==> config.mk <==
export PLATFORM = sky130hd
export DESIGN_NAME = dds_sinusoid
export DESIGN_NICKNAME = d
export VERILOG_FILES = /design/src/rtl/dds_sinusoid.sv
export SDC_FILE = /design/constraint.sdc
export NUM_CORES = 1
export LEC_CHECK = 0
export ABC_AREA = 1
export ABC_CLOCK_PERIOD_IN_PS = 2200
export BUFFER_PORTS_ARGS = -buffer_cell sky130_fd_sc_hd__buf_2
export CORE_MARGIN = 4
export CORE_UTILIZATION = 51
export CTS_BUF_LIST = sky130_fd_sc_hd__clkbuf_8
export DETAILED_ROUTE_END_ITERATION = 8
export PLACE_DENSITY = 0.68
export SLEW_MARGIN = 25
export SYNTH_ARGS = -nofsm -noshare
export SYNTH_HDL_FRONTEND = slang
export SYNTH_SLANG_ARGS = --single-unit
==> constraint.sdc <==
create_clock -name clk_i -period 2.2 [get_ports clk_i]
set_input_delay 0.44 -clock clk_i [delete_from_list [all_inputs] [get_ports clk_i]]
set_output_delay 0.44 -clock clk_i [all_outputs]
set_load 0.05 [all_outputs]
==> src/rtl/dds_sinusoid.sv <==
// Runtime-tunable DDS oscillator: phase accumulator, quarter-wave sine LUT, four waveforms.
// Optional output gain stage under DDS_SINUSOID_GAIN_EN (adds gain_i and one pipeline stage).
module dds_sinusoid #(
  parameter int unsigned width_p          = 12,
  parameter int unsigned phase_width_p    = 24,
  parameter int unsigned lut_addr_width_p = 8
) (
  input  logic                            clk_i,
  input  logic                            reset_ni,
  input  logic [phase_width_p-1:0]        tuning_word_i,
  input  logic [1:0]                      wave_sel_i,
  input  logic                            sync_i,
  input  logic                            ready_i,
`ifdef DDS_SINUSOID_GAIN_EN
  input  logic [7:0]                      gain_i,
`endif
  output logic                            valid_o,
  output logic signed [width_p-1:0]       data_o
);

  localparam int unsigned LutDepth = 1 << lut_addr_width_p;
  localparam int          MaxAmp   = (2 ** (width_p - 1)) - 1;
  localparam real         HalfPi   = 1.5707963267948966;
  localparam logic [width_p-1:0] MaxAmpW = {1'b0, {(width_p - 1){1'b1}}};

  // Half-step sample points make LUT[~idx] the exact mirror of LUT[idx].
  logic [width_p-2:0] lut [LutDepth];
  for (genvar k = 0; k < LutDepth; k++) begin : g_lut
    localparam real Ang = HalfPi * (real'(k) + 0.5) / real'(LutDepth);
    localparam int  Val = $rtoi(real'(MaxAmp) * $sin(Ang) + 0.5);
    assign lut[k] = (width_p - 1)'(Val);
  end

  logic                        advance;
  logic [phase_width_p-1:0]    phase_q, phase_d;
  logic [1:0]                  q_r;
  logic [lut_addr_width_p-1:0] idx_r, addr_r;

  // Stage A keeps only the top width_p+1 phase bits: quadrant plus triangle/saw field.
  logic [width_p:0]            phase_a_q;
  logic [1:0]                  sel_a_q;
  logic [width_p-2:0]          lut_a_q;
  logic                        valid_a_q;

  logic [1:0]                  q_a;
  logic [width_p-2:0]          u_a;
  logic [width_p-1:0]          mag_a, sample_a;

  logic                        valid_q;
  logic signed [width_p-1:0]   data_q, data_d;

  assign advance = ~valid_q | ready_i;

  assign q_r    = phase_q[phase_width_p-1 -: 2];
  assign idx_r  = phase_q[phase_width_p-3 -: lut_addr_width_p];
  assign addr_r = q_r[0] ? ~idx_r : idx_r;

  always_comb begin
    phase_d = phase_q;
    if (sync_i) begin
      phase_d = '0;
    end else if (advance) begin
      phase_d = phase_q + tuning_word_i;
    end
  end

  assign q_a = phase_a_q[width_p -: 2];
  assign u_a = phase_a_q[width_p-2:0];

  always_comb begin
    mag_a    = '0;
    sample_a = '0;
    case (sel_a_q)
      2'd0: begin
        mag_a    = {1'b0, lut_a_q};
        sample_a = q_a[1] ? -mag_a : mag_a;
      end
      2'd1: begin
        sample_a = phase_a_q[width_p] ? -MaxAmpW : MaxAmpW;
      end
      2'd2: begin
        sample_a = {~phase_a_q[width_p], phase_a_q[width_p-1:1]};
      end
      default: begin
        mag_a    = {1'b0, (q_a[0] ? ~u_a : u_a)};
        sample_a = q_a[1] ? -mag_a : mag_a;
      end
    endcase
  end

`ifdef DDS_SINUSOID_GAIN_EN
  logic signed [width_p-1:0] samp_b_q;
  logic                      valid_b_q;
  logic signed [width_p+7:0] prod;

  // Product fits in width_p+8 bits since |sample| <= 2^(w-1) and gain <= 255.
  assign prod   = samp_b_q * $signed({1'b0, gain_i});
  assign data_d = prod[width_p+7:8];

  always_ff @(posedge clk_i or negedge reset_ni) begin
    if (!reset_ni) begin
      samp_b_q  <= '0;
      valid_b_q <= 1'b0;
    end else if (advance) begin
      samp_b_q  <= sample_a;
      valid_b_q <= valid_a_q;
    end
  end
`else
  logic valid_b_q;

  assign data_d    = sample_a;
  assign valid_b_q = valid_a_q;
`endif

  always_ff @(posedge clk_i or negedge reset_ni) begin
    if (!reset_ni) begin
      phase_q   <= '0;
      phase_a_q <= '0;
      sel_a_q   <= '0;
      lut_a_q   <= '0;
      valid_a_q <= 1'b0;
      valid_q   <= 1'b0;
      data_q    <= '0;
    end else begin
      phase_q <= phase_d;
      if (advance) begin
        phase_a_q <= phase_q[phase_width_p-1 -: width_p+1];
        sel_a_q   <= wave_sel_i;
        lut_a_q   <= lut[addr_r];
        valid_a_q <= 1'b1;
        valid_q   <= valid_b_q;
        data_q    <= data_d;
      end
    end
  end

  assign valid_o = valid_q;
  assign data_o  = data_q;

endmodule
==> impl_metrics.csv <==
group,metric,value,unit
detailed_routing,vias,9368,
power_and_ir_drop,switching_share,52.0,%
final_layout,final.fill_count,1327,
power_and_ir_drop,p_leak,4.81,nW
floorplan,core,13900,µm²
logic_synthesis,syn_area,7200,µm²
place,place_hpwl,21300,µm
cts,cts_buffers,9,
power_and_ir_drop,p_seq_share,17.8,%
floorplan,io_pins,43,
sta,worst_pin_slew,529,ps
logic_synthesis,synth_area_leaders,"nand2_1 (24%), dfrtp_1 (22%), nand3_1 (12%), ha_1 (6.8%), o21ai_0 (6.1%)",
setup_path,ff2ff_path_depth,14,
setup_path,r2r-end,"lut_a_q[7]",
sta,slew-limit-headroom,64.7,%
cts,cts_max_level,3,
final_layout,area_growth,29.1,%
global_route,grt_pass1_vias,8404,
logic_synthesis,synth_edf_count,0,
setup_path,r2r_setup_slack,40,ps
sta,layout_worst_path_cycle_share,98.1,%
detailed_routing,drcViolationCount,0,
final_layout,nNetsFinal,1459,
status,status,"finished, final reports clean",
power_and_ir_drop,power_density,990,nW/µm²
global_route,antenna_found_initial,0,
sta,setup_violations,0,
setup_path,cp.arrival,2430,ps
detailed_routing,viasPerCell,5.96,
place,routabilityCongestion,1.04,
setup_path,critPathLaunchType,"flip-flop",
final_layout,stdcell_area,9300,µm²
global_route,gr-total-overflow,0,
cts,root_buffer,"clkbuf_8",
setup_path,end_kind,"flip-flop",
floorplan,dieHeight,127,µm
sta,min_period,2160,ps
sta,setup_ws,42.4,ps
place,numPortBuffers,42,
logic_synthesis,synth-async-reset-ratio,100,%
cts,cts_tree,"done",
floorplan,initial_core_util,51.9,%
setup_path,critPathKind,"reg -> reg",
cts,insertion_delay,360,ps
logic_synthesis,synth.top_cell.area_share,23.7,%
logic_synthesis,yosysWarnings,0,
detailed_routing,ant_nets,0,
sta,max_freq,463,MHz
cts,clk_path_buf_depth,2,
detailed_routing,routed_wl,28500,µm
sta,finalHoldViolations,0,
cts,clkSlewWorstSetupHoldPaths,70,ps
sta,rsz0062_at_grt,"yes",
sta,finalMaxSlewViolations,0,
sta,fin_skew,9.84,ps
logic_synthesis,ys_types,42,
logic_synthesis,synthesis.nets,1314,
logic_synthesis,synth_most_common_cell,"nand2_1",
detailed_routing,wire_per_inst,18.1,µm
detailed_routing,drt-pass1-iter-count,7,
cts,cts_sinks,64,
setup_path,regToRegStartpoint,"phase_q[14]",
setup_path,critPathRequiredTime,2470,ps
job,drv_cap,0,
global_route,grt_max_degree,33,
logic_synthesis,synth.largest_area_cell,"nand2_1",
power_and_ir_drop,internal_power,0.00442,W
power_and_ir_drop,combPwrFrac,70.2,%
logic_synthesis,synthCells,1244,
floorplan,rows,43,
setup_path,path_max_fanout,6,
hold_path,min_path_type,"in -> async",
logic_synthesis,yosysSeqAreaShare,22.2,%
sta,setup-tns-final,0,ps
global_route,grt_usage,33.7,%
logic_synthesis,synth_commonest_cells,"nand2_1 (455), nand3_1 (167), inv_1 (104)",
power_and_ir_drop,power_switching,0.00479,W
final_layout,drive_above_1_share,23.0,%
final_layout,register_area,1600,µm²
power_and_ir_drop,power.share.clock,12.0,%
floorplan,dieArea,16100,µm²
final_layout,diodes,0,
final_layout,multi_input_area,5420,µm²
detailed_routing,drtIter0Drc,1384,
place,place_ws,-183,ps
global_route,grt_pass1_wl,43700,µm
logic_synthesis,ys_ff_latch,64,
floorplan,die_w,127,µm
power_and_ir_drop,vdd_drop_max,0.501,mV
logic_synthesis,syn_area_per_cell,5.79,µm²
place,placed_area,8470,µm²
logic_synthesis,dominantRegCellSynth,"dfrtp_1",
-- cell usage in the layout, fill, tap and decap left out, types with 6 or more instances in the layout --
cell type  Yosys  layout
buf_4         10     121
inv_2          2       9
clkbuf_8       0      10
o21ai_1        8      12
nor2_2         3      14
a31oi_1       11      11
nand2_4        0      15
inv_1        104      94
xnor2_1       10       9
ha_1          39      29
buf_2         22      42
o21ai_0       88      80
nor2_1        97      85
nand3_1      167     151
buf_12         0       7
nand4_1       19      19
nand2_1      455     411
nand2_2        6      35
nor3_1        10       6
a21oi_1       72      70
dfrtp_1       64      62
ha_2           0       7
nand3_2        0      13
buf_6          0      11
-- power by group through the flow --
stage	Sequential, W	Clock [W]	Combinational (W)
detailed placement	0.00165	0	0.00560
floorplan	0.00179	0	0.00334
finish	0.00164	0.00110	0.00646
CTS	0.00163	0.00112	0.00570
global route	0.00167	0.00116	0.00698
global placement	0.00164	0	0.00560
-- flip-flops by register name (all words and copies together) (netlist names) --
register	count
data_o	12
valid_a_q	1
phase_q	24
phase_a_q	13
sel_a_q	2
valid_o	1
lut_a_q	11
-- how the worst max path moves through the flow --
stage | end | depth (start not counted) | startpoint | slack, ps
after detailed placement | lut_a_q[4] | 14 | phase_q[22] | -180
after CTS | lut_a_q[1] | 14 | phase_q[22] | -20
after global routing | lut_a_q[1] | 14 | phase_q[22] | -90
after global placement | lut_a_q[4] | 14 | phase_q[22] | -140
final | lut_a_q[7] | 14 | phase_q[14] | 40
after floorplan | lut_a_q[0] | 16 | phase_q[22] | 20
-- per-layer routing --
layer	vias up	routed length [µm]	track usage, %	share of wire (%)
li1	4395	-	-	-
met1	4324	12100	49.5	42
met2	561	12600	51.5	44
met3	88	3080	6.78	11
met4	0	694	6.94	2.4
met5	-	0	0	0
-- cells by family after synthesis --
group | synth area share, %
fa+ha+maj | 7.05
compound gates | 15.2
buf+inv | 9.09
simple gates | 44.3
flops | 22.2
xor+xnor | 2.15
-- through the flow --
stage / power, W / std cells / util [%] / hold slack [ps]
after floorplan: 0.00513 / 1244 / - / 144
after global placement: 0.00724 / 1544 / 61.0 / 433
after detailed placement: 0.00725 / 1544 / 61.0 / 437
after CTS: 0.00845 / 1560 / 63.1 / 60.2
after global routing: 0.00980 / 1572 / 67.0 / 84.2
final: 0.00921 / 1572 / 67.0 / 55.9
-- worst max-delay path, cell delays in order (launching register included) --
cell	delay [ps]
dfrtp_1	430
inv_1	140
nand2_1	110
nand2_4	140
ha_1	220
inv_2	80
nand2_2	180
nand2_1	140
o21ai_2	200
nand2_1	70
nand2_1	60
nand2_1	40
nand2_1	60
nand2_1	50
a21oi_1	150
-- repair_timing --
item,in CTS,in global routing
buffers inserted,2,8
endpoints found under the setup margin,9,21
pin swaps,2,31
gates resized for setup,20,130
hold buffers,0,0
gates cloned,0,4
-- area by class of cell --
type,instances,share of cell area [%]
repair buffers,183,15.4
flip-flops and latches,64,17.2
well taps,180,2.42
multi-input cells,1025,58.3
clock inverters,4,0.753
clock buffers,10,1.48
inverters,106,4.39
(Power assumes the default switching activity.)
